File: src/rtl/crypto_key_vault.sv
// crypto_key_vault: multi-slot key store with sticky per-slot write locks,
// per-slot valid flags, registered reads and a multi-cycle zeroize sequence.
module crypto_key_vault #(
  parameter int unsigned KEY_W     = 16,
  parameter int unsigned NUM_SLOTS = 8,
  parameter int unsigned SLOT_AW   = $clog2(NUM_SLOTS)
) (
  input  logic               clk,
  input  logic               resetn,
  input  logic               wr_en,
  input  logic [SLOT_AW-1:0] wr_slot,
  input  logic [KEY_W-1:0]   wr_data,
  input  logic               rd_en,
  input  logic [SLOT_AW-1:0] rd_slot,
  output logic [KEY_W-1:0]   rd_data,
  output logic               rd_valid,
  input  logic               lock_en,
  input  logic [SLOT_AW-1:0] lock_slot,
  input  logic               zeroize,
  output logic               busy,
  output logic               err
);

  localparam logic [0:0] IDLE = 1'b0;
  localparam logic [0:0] ZERO = 1'b1;

  localparam logic [SLOT_AW-1:0] LAST_SLOT = SLOT_AW'(NUM_SLOTS - 1);

  logic [0:0]         state_q, state_d;
  logic [SLOT_AW-1:0] zcnt_q, zcnt_d;

  logic [KEY_W-1:0]     slot_q [NUM_SLOTS];
  logic [NUM_SLOTS-1:0] lock_q;
  logic [NUM_SLOTS-1:0] valid_q;

  logic act_c;
  logic zero_start_c;
  logic wr_in_range_c, rd_in_range_c, lock_in_range_c;
  logic wr_ok_c, wr_rej_c;
  logic rd_ok_c, rd_rej_c;
  logic lock_ok_c, lock_rej_c;

  // Index is usable only when it addresses an existing slot.
  function automatic logic in_range(input logic [SLOT_AW-1:0] idx);
    return (32'(idx) < NUM_SLOTS);
  endfunction

  // Request qualification; zeroize in IDLE silently drops every other request.
  always_comb begin
    zero_start_c    = (state_q == IDLE) && zeroize;
    act_c           = (state_q == IDLE) && !zeroize;
    wr_in_range_c   = in_range(wr_slot);
    rd_in_range_c   = in_range(rd_slot);
    lock_in_range_c = in_range(lock_slot);
    wr_ok_c    = act_c && wr_en && wr_in_range_c && !lock_q[wr_slot];
    wr_rej_c   = act_c && wr_en && !(wr_in_range_c && !lock_q[wr_slot]);
    rd_ok_c    = act_c && rd_en && rd_in_range_c && valid_q[rd_slot];
    rd_rej_c   = act_c && rd_en && !(rd_in_range_c && valid_q[rd_slot]);
    lock_ok_c  = act_c && lock_en && lock_in_range_c;
    lock_rej_c = act_c && lock_en && !lock_in_range_c;
  end

  // FSM state and zeroize counter registers.
  always_ff @(posedge clk or negedge resetn) begin
    if (!resetn) begin
      state_q <= IDLE;
      zcnt_q  <= '0;
    end else begin
      state_q <= state_d;
      zcnt_q  <= zcnt_d;
    end
  end

  // Next-state logic: walk zcnt across every slot, then return to IDLE.
  always_comb begin
    state_d = state_q;
    zcnt_d  = zcnt_q;
    case (state_q)
      IDLE: begin
        if (zeroize) begin
          state_d = ZERO;
          zcnt_d  = '0;
        end
      end
      ZERO: begin
        zcnt_d = zcnt_q + SLOT_AW'(1);
        if (zcnt_q == LAST_SLOT) begin
          state_d = IDLE;
        end
      end
      default: begin
        state_d = IDLE;
        zcnt_d  = '0;
      end
    endcase
  end

  // Key storage, lock and valid flags; write checks the pre-cycle lock state.
  always_ff @(posedge clk or negedge resetn) begin
    if (!resetn) begin
      slot_q  <= '{default: '0};
      lock_q  <= '0;
      valid_q <= '0;
    end else if (state_q == ZERO) begin
      slot_q[zcnt_q]  <= '0;
      lock_q[zcnt_q]  <= 1'b0;
      valid_q[zcnt_q] <= 1'b0;
    end else begin
      if (wr_ok_c) begin
        slot_q[wr_slot]  <= wr_data;
        valid_q[wr_slot] <= 1'b1;
      end
      if (lock_ok_c) begin
        lock_q[lock_slot] <= 1'b1;
      end
    end
  end

  // Registered read port and single merged error strobe.
  always_ff @(posedge clk or negedge resetn) begin
    if (!resetn) begin
      rd_data  <= '0;
      rd_valid <= 1'b0;
      err      <= 1'b0;
    end else begin
      rd_valid <= rd_ok_c;
      err      <= wr_rej_c || rd_rej_c || lock_rej_c;
      if (zero_start_c || rd_rej_c) begin
        rd_data <= '0;
      end else if (rd_ok_c) begin
        rd_data <= slot_q[rd_slot];
      end
    end
  end

  assign busy = (state_q == ZERO);

endmodule
File: config.mk
export PLATFORM = sky130hd
export DESIGN_NAME = crypto_key_vault
export DESIGN_NICKNAME = d
export VERILOG_FILES = /design/src/rtl/crypto_key_vault.sv
export SDC_FILE = /design/constraint.sdc
export NUM_CORES = 1
export LEC_CHECK = 0
export ABC_CLOCK_PERIOD_IN_PS = 2100
export CAP_MARGIN = 5
export CELL_PAD_IN_SITES_DETAIL_PLACEMENT = 0
export CELL_PAD_IN_SITES_GLOBAL_PLACEMENT = 1
export CORE_UTILIZATION = 47
export DETAILED_ROUTE_END_ITERATION = 8
export PLACE_DENSITY_LB_ADDON = 0.08
export SYNTH_ARGS = -nofsm -noshare
export SYNTH_HDL_FRONTEND = slang
export SYNTH_SLANG_ARGS = --single-unit
File: constraint.sdc
create_clock -name clk -period 2.1 [get_ports clk]
set_input_delay 0.315 -clock clk [delete_from_list [all_inputs] [get_ports clk]]
set_output_delay 0.315 -clock clk [all_outputs]
set_load 0.01 [all_outputs]
After elaboration in Yosys (flattened, before gate mapping)
Cells that the tools add are included.
{ "op_classes": {"n_addsub": 1, "order_cmp": 12, "eq_ne": 2, "muxes": 31, "bitwise": 11, "n_reduce_logical": 22} }
{ "op_table": {"columns": ["operator", "count"], "rows": [
  ["$mux 128", 2],
  ["$and 128x128->128", 1],
  ["$bwmux 128", 1],
  ["$not 128->128", 1],
  ["$demux 16 s3", 2],
  ["$mux 16", 6],
  ["$bmux 16 s3", 1],
  ["$mux 8", 4],
  ["$and 8x8->8", 2],
  ["$lt 3x4->1 const B", 4],
  ["$or 8x8->8", 2],
  ["$logic_and 1x1->1", 14],
  ["$ge 4x4->1 const B", 3],
  ["$not 3->4", 3],
  ["$demux 1 s3", 3],
  ["$ge 3x1->1 const B", 3],
  ["$lt 4x1->1 const B", 2],
  ["$not 8->8", 1],
  ["$mux 1", 7],
  ["$bmux 1 s3", 2],
  ["$pmux 3 s2", 1],
  ["$reduce_bool 2->1", 3],
  ["$add 3x1->3 const B", 1],
  ["$eq 3x3->1 const B", 1],
  ["6 further kinds", 9]
]} }
{ "totals": {"ff_bits": 166} }

Longest topological paths before layout
Gate-level depths: netlist of the first run.
{ "logic_depth": {"depth_word": 8, "mapped_depth": 7, "ltp_nobuf": 4} }

Least setup slack after synthesis of the first run
No wires, ideal clock.
{ "synth_timing": {"kind": "register to register", "from": "register state_q, in the netlist busy", "to": "register slot_q[114] in the netlist's numbering", "setup_ps": 121, "arrival_time_ps": 1816, "required_ps": 1979, "slack_ps": 163, "stages_incl_launch_ff": 7, "path_cell_list": "dfrtp_1 > or4b_4 > or4_1 > buf_2 > buf_6 > nand3_1 > o21ai_1"} }
{ "synth_via": {"elab_chain_len": 5, "word_cells_on_any_way": 6, "classes_between": "1 x mux; 1 x bitwise; 4 x reduce/logical"} }
{ "synth_lines": {"columns": ["item", "line_no", "text"], "rows": [
  ["start: declaration", "29", "logic [0:0] state_q, state_d;"],
  ["start signal: assignment", "69", "state_q <= state_d;"],
  ["$not 1->1", null, null],
  ["$logic_and 1x1->1", "51", "act_c = (state_q == IDLE) && !zeroize;"],
  ["$logic_and 1x1->1 (2 in a row)", "55", "wr_ok_c = act_c && wr_en && wr_in_range_c && !lock_q[wr_slot];"],
  ["$reduce_bool 2->1 (no line)", null, null],
  ["end signal: indexed assignment", "110", "slot_q[wr_slot] <= wr_data;"],
  ["end: declaration", "32", "logic [KEY_W-1:0] slot_q [NUM_SLOTS];"]
]} }
Several ways; a longest one is shown, not always the timed one.
A chain may end at the register's enable or synchronous reset.

Final worst setup path of the first run
{ "layout_timing": {"from": "register state_q, in the netlist busy", "to": "register slot_q[124] in the netlist's numbering"} }
Same word-level chain as after synthesis.

==> results.py, run 1 <==
metrics = {
    "synthesis": {
        "yosysTopAreaCell": "dfrtp_1",
        "synth.most_common_cell": "dfrtp_1",
        "synth_edf_count": 0,
        "netlist_top_cells_area": "dfrtp_1, mux4_2, o21ai_0",
        "avgSynthCellArea_um2": 11.3,
        "synth-main-ff-cell": "dfrtp_1",
        "synthesis.area_um2": 7440,
        "async_reset_ff_share_pct": 100,
        "synth_top_area_share_pct": 55.8,
        "seq_area_frac_synth_pct": 55.8,
        "synth_nets": 692,
        "synth_cells": 659,
        "yosysUniqueCellTypes": 38,
        "ys_top_cells_by_count": "dfrtp_1, nand2_1, o21ai_0, nand3_1, a22o_1",
        "synth-seq-cells": 166,
        "ys_warn_count": 0,
    },
    "layout": {
        "nNetsFinal": 764,
        "area_delta_synth_final_pct": 22.4,
        "multiInputGateArea_um2": 2990,
        "regArea_um2": 4150,
        "antenna_cells": 0,
        "drive_gt1_share_pct": 16.5,
        "fillCellCount": 1299,
        "final_cell_area_um2": 9100,
        "fin_util_pct": 59.4,
        "final_cells": 955,
    },
    "worst_setup_path": {
        "end_kind": "flip-flop",
        "cp_data_required_time_ps": 2420,
        "start_kind": "flip-flop",
        "critPathSlowestCell": "or4b_4",
        "max_stage_delay_ps": 530,
        "crit_fanout": 33,
        "critPathBufInv": 1,
        "crit_family": "simple AND/OR/NAND/NOR gates",
        "path_class": "reg2reg",
        "setup.worst_path.start": "busy",
        "worstReg2RegStart": "busy",
        "cp_data_arrival_time_ps": 2200,
        "cp_cell_sequence": "or4b_4 -> or4_1 -> buf_12 -> nand3_1 -> o21ai_1",
    },
    "global_route": {
        "grt_pass1_vias": 5526,
        "grt_use_total_pct": 27.1,
        "grt_pass1_wl_um": 32500,
        "grt_util_met2_pct": 40.3,
        "grt_util_met1_pct": 39.8,
        "grt_max_degree": 56,
        "grt_overflow": 0,
        "antenna_found_initial": 0,
        "gr-usage-met3_pct": 6.01,
        "grt.busiest_layer": "met2",
    },
    "sta": {
        "fin_crit_sh_pct": 89.6,
        "worstMarginPinSlew_ps": 551,
        "setup_ws_ps": 219,
        "drv_slew": 0,
        "max_freq_mhz": 532,
        "finalSetupTns_ps": 0,
        "finalHoldViolations": 0,
        "rsz0062_at_grt": "false",
        "clock_skew_ps": 19.4,
        "setup_viol": 0,
        "slew_headroom_pct": 63.3,
        "finalCriticalPeriod_ps": 1880,
    },
    "die": {
        "core-area_um2": 15300,
        "initial_core_util_pct": 48.6,
        "chipWidth_um": 128,
        "dieArea_um2": 16300,
        "rows": 45,
        "pin_count": 50,
        "die_h_um": 128,
    },
    "clock_network": {
        "cts_setup_buffers": 0,
        "cts_resized": 0,
        "clkLatencyLatePin_ps": 430,
        "postCtsHoldBufs": 1,
        "root_buffer": "clkbuf_16",
        "htreeDepth": 4,
        "cts.sinks": 166,
        "clkTransAtPathRegs_ps": 70,
        "cts_buffer_depth": 2,
        "cts_made_buffers": 17,
        "cts_tree": "done",
    },
    "placed_design": {
        "routabilityCongestion": 0.836,
        "place_hpwl_um": 13100,
        "place_ws_ps": -172,
        "portBuffers": 49,
        "placed_cell_area_um2": 8540,
        "dpl.cell_count": 922,
    },
    "outcome": {
        "outcome": "finished clean",
    },
    "power": {
        "p_per_area_nw_per_um2": 1010,
        "leakagePower_nw": 4.14,
        "ir_drop_v": 0.000723,
    },
    "routing": {
        "first_iter_violations": 379,
        "finalWirelength_um": 20300,
        "post_drt_wl_per_cell_um": 21.2,
        "drc": 0,
        "ant_nets": 0,
        "vias": 5559,
        "routed_via_density": 5.82,
        "first_pass_iters": 5,
    },
    "flow_run": {
        "maxCapViolations": 0,
    },
    "worst_hold_path": {
        "min_path_type": "in2async",
    },
}
[cell usage in the layout, fill, tap and decap left out, drive strengths merged, types with 21 or more instances in the layout]
cell type | Yosys | final
clkbuf | 32 | 21
a22o | 48 | 48
dfrtp | 166 | 166
o21ai | 107 | 107
clkdlybuf4s50 | 0 | 47
mux4 | 34 | 34
inv | 23 | 24
nand2 | 106 | 106
buf | 16 | 53
nand3 | 50 | 50
[metrics by stage]
stage / total power [mW] / hold slack (ps)
after global placement: 6.26 / 316
after floorplan: 5.21 / 19.4
after global routing: 9.67 / 481
after CTS: 9.26 / 446
final: 9.20 / 437
after detailed placement: 6.33 / 326
[registers in the layout (all words and copies together), names as in the netlist]
register / flops
slot_q: 128
rd_data: 16
lock_q: 8
valid_q: 8
zcnt_q: 3
busy: 1
err: 1
rd_valid: 1
[layout make-up]
class                           instances  share of cell area [%]
Tap cell                              211                    2.90
Multi-Input combinational cell        422                    32.9
Sequential cell                       166                    45.6
Clock inverter                         11                    1.11
Clock buffer                           21                    4.95
Timing Repair Buffer                  101                    11.6
Inverter                               23                   0.948
[path summary, 6_finish.rpt]
| path | end | slack (ps) | depth (start not counted) |
|---|---|---|---|
| worst max-delay path | slot_q[124] | 220 | 5 |
| max in group asynchronous | slot_q[71] | 970 | 3 |
| worst min register to register | rd_data[9] | 480 | 2 |
| min in group clk | rd_data[9] | 480 | 2 |
| worst min-delay path | err | 440 | 2 |
| worst max register to register | slot_q[124] | 220 | 5 |
[routing by layer]
metal	vias up	wire length [µm]
li1	2530	-
met1	2826	9430
met2	180	9210
met3	23	1260
met4	0	369
met5	-	0
[kinds of logic (layout without fill, tap and decap cells)]
| kind of cell | count (synthesis) | after routing | synth area share (%) |
|---|---|---|---|
| AO/OA/AOI/OAI | 178 | 178 | 14.9 |
| adder cells (fa/ha/maj) | 2 | 2 | 0.336 |
| buffers and inverters | 71 | 156 | 4.09 |
| flip-flops | 166 | 166 | 55.8 |
| multiplexers | 55 | 55 | 13.1 |
| AND/OR/NAND/NOR | 187 | 187 | 11.7 |
[report_power, final]
group | switching, mW | internal, mW
sequential | 0.349 | 3.71
combinational | 1.30 | 0.928
clock | 1.26 | 1.66
total | 2.91 | 6.30
Power figures use the tool's default switching activity.
==> run 2, diff against run 1 <==
- CTS_CLUSTER_DIAMETER: not set -> 50
- GPL_TIMING_DRIVEN: not set -> 0
==> results.py, run 2 (synthesis results as in run 1) <==
metrics = {
    "sta": {
        "max_freq_mhz": 487,
        "finalCriticalPeriod_ps": 2060,
        "rsz0062_at_grt": "true",
        "drv_slew": 0,
        "setup_viol": 0,
        "fin_crit_sh_pct": 97.9,
        "clock_skew_ps": 7.38,
        "finalHoldViolations": 0,
        "finalSetupTns_ps": 0,
        "whs_ps": 398,
        "worstMarginPinSlew_ps": 845,
        "slew_headroom_pct": 43.7,
    },
    "worst_setup_path": {
        "worstReg2RegStart": "busy",
        "rrSetupSlack_ps": 40,
        "crit_family": "simple AND/OR/NAND/NOR gates",
        "critPathSlowestCell": "or4b_4",
        "r2r_cells": 5,
        "endpoint": "slot_q[125]",
        "cp_cell_sequence": "or4b_4 -> or4_4 -> buf_6 -> nand3_1 -> o21ai_1",
        "cp_data_arrival_time_ps": 2370,
        "end_kind": "flip-flop",
        "max_stage_delay_ps": 620,
        "setup.worst_path.start": "busy",
        "worst-path-stages": 5,
        "start_kind": "flip-flop",
        "path_class": "reg2reg",
        "critPathBufInv": 1,
        "reg2reg_to": "slot_q[125]",
        "cp_data_required_time_ps": 2420,
        "crit_fanout": 10,
    },
    "layout": {
        "final_common_cell": "dfrtp_1",
        "area_delta_synth_final_pct": 19.9,
        "drive_gt1_share_pct": 15.5,
        "largest_reg_flops": 128,
        "top_register": "slot_q",
        "nNetsFinal": 761,
        "antenna_cells": 0,
        "reg.largest.list": "slot_q: 128 flops, rd_data: 16 flops",
        "fillCellCount": 1322,
        "final_cell_mix": "dfrtp_1, nand2_1, o21ai_0",
    },
    "power": {
        "ir_drop_v": 0.000675,
        "p_per_area_nw_per_um2": 1020,
        "leakagePower_nw": 4.03,
    },
    "routing": {
        "first_pass_iters": 6,
        "routed_via_density": 5.95,
        "vias": 5661,
        "post_drt_wl_per_cell_um": 21.9,
        "drc": 0,
        "finalWirelength_um": 20900,
        "ant_nets": 0,
        "first_iter_violations": 540,
    },
    "clock_network": {
        "cts_tree": "done",
        "clkLatencyLatePin_ps": 430,
        "cts.sinks": 166,
        "clkTransAtPathRegs_ps": 70,
        "root_buffer": "clkbuf_16",
        "htreeDepth": 4,
        "cts_made_buffers": 17,
        "cts_buffer_depth": 2,
    },
    "global_route": {
        "antenna_found_initial": 0,
        "grt_pass1_wl_um": 33200,
        "grt_max_degree": 108,
        "grt_pass1_vias": 5717,
        "grt_use_total_pct": 28.0,
        "grt_overflow": 0,
    },
    "die": {
        "die_h_um": 128,
        "chipWidth_um": 128,
        "core-area_um2": 15300,
        "initial_core_util_pct": 48.6,
        "pin_count": 50,
        "rows": 45,
        "dieArea_um2": 16300,
    },
    "outcome": {
        "outcome": "finished clean",
    },
    "placed_design": {
        "portBuffers": 46,
        "routabilityCongestion": 0.892,
        "place_hpwl_um": 14600,
    },
    "worst_hold_path": {
        "min_path_type": "in2async",
    },
    "flow_run": {
        "maxCapViolations": 0,
    },
}
==> run 2: final cells by class <==
cell class                      instances  area, µm²  area share, %
Inverter                               23       86.3          0.968
Sequential cell                       166       4160           46.6
Multi-Input combinational cell        422       3060           34.3
Tap cell                              211        264           2.96
Clock buffer                           20        447           5.01
Clock inverter                         12        128           1.43
Timing Repair Buffer                   55        556           6.23
Buffer                                 43        225           2.53
==> run 2: metal layers <==
metal	vias up	share of wire, %	track usage [%]
li1	2527	-	-
met1	2862	46	42.8
met2	240	44	40.3
met3	32	8.7	5.05
met4	0	1.5	9.20
met5	-	0	0
==> run 2: how the worst min path moves through the flow <==
stage,startpoint,end,slack [ps]
after global placement,valid_q[4],valid_q[4],460
final,resetn,zcnt_q[2],400
after global routing,resetn,zcnt_q[2],440
after floorplan,resetn,busy,20
after CTS,resetn,zcnt_q[0],420
after detailed placement,resetn,busy,280
==> run 2: what timing repair did <==
item | CTS | global route
endpoints found under the hold margin | 59 | 0
endpoints found under the setup margin | 110 | 84
hold buffers | 1 | 0
buffers inserted | 5 | 2
pin swaps | 4 | 1
gates resized for setup | 20 | 19
==> run 2: power breakdown <==
group	internal [mW]	leakage (nW)	switching, mW
Clock	1.78	0.284	1.29
Combinational	0.750	1.45	1.18
Sequential	3.71	2.29	0.431
==> run 2: stage by stage <==
step	utilization [%]	area, µm²	total power, mW	instances	worst slack (ps)
6_report	58.2	8920	9.14	952	44.6
5_1_grt	58.2	8920	9.57	952	-24.7
3_5_place_dp	53.5	8200	6.01	917	-943
3_3_place_gp	53.3	8160	5.95	916	-5930
4_1_cts	58.0	8890	9.14	954	-3.66
2_1_floorplan	-	7440	5.21	659	163
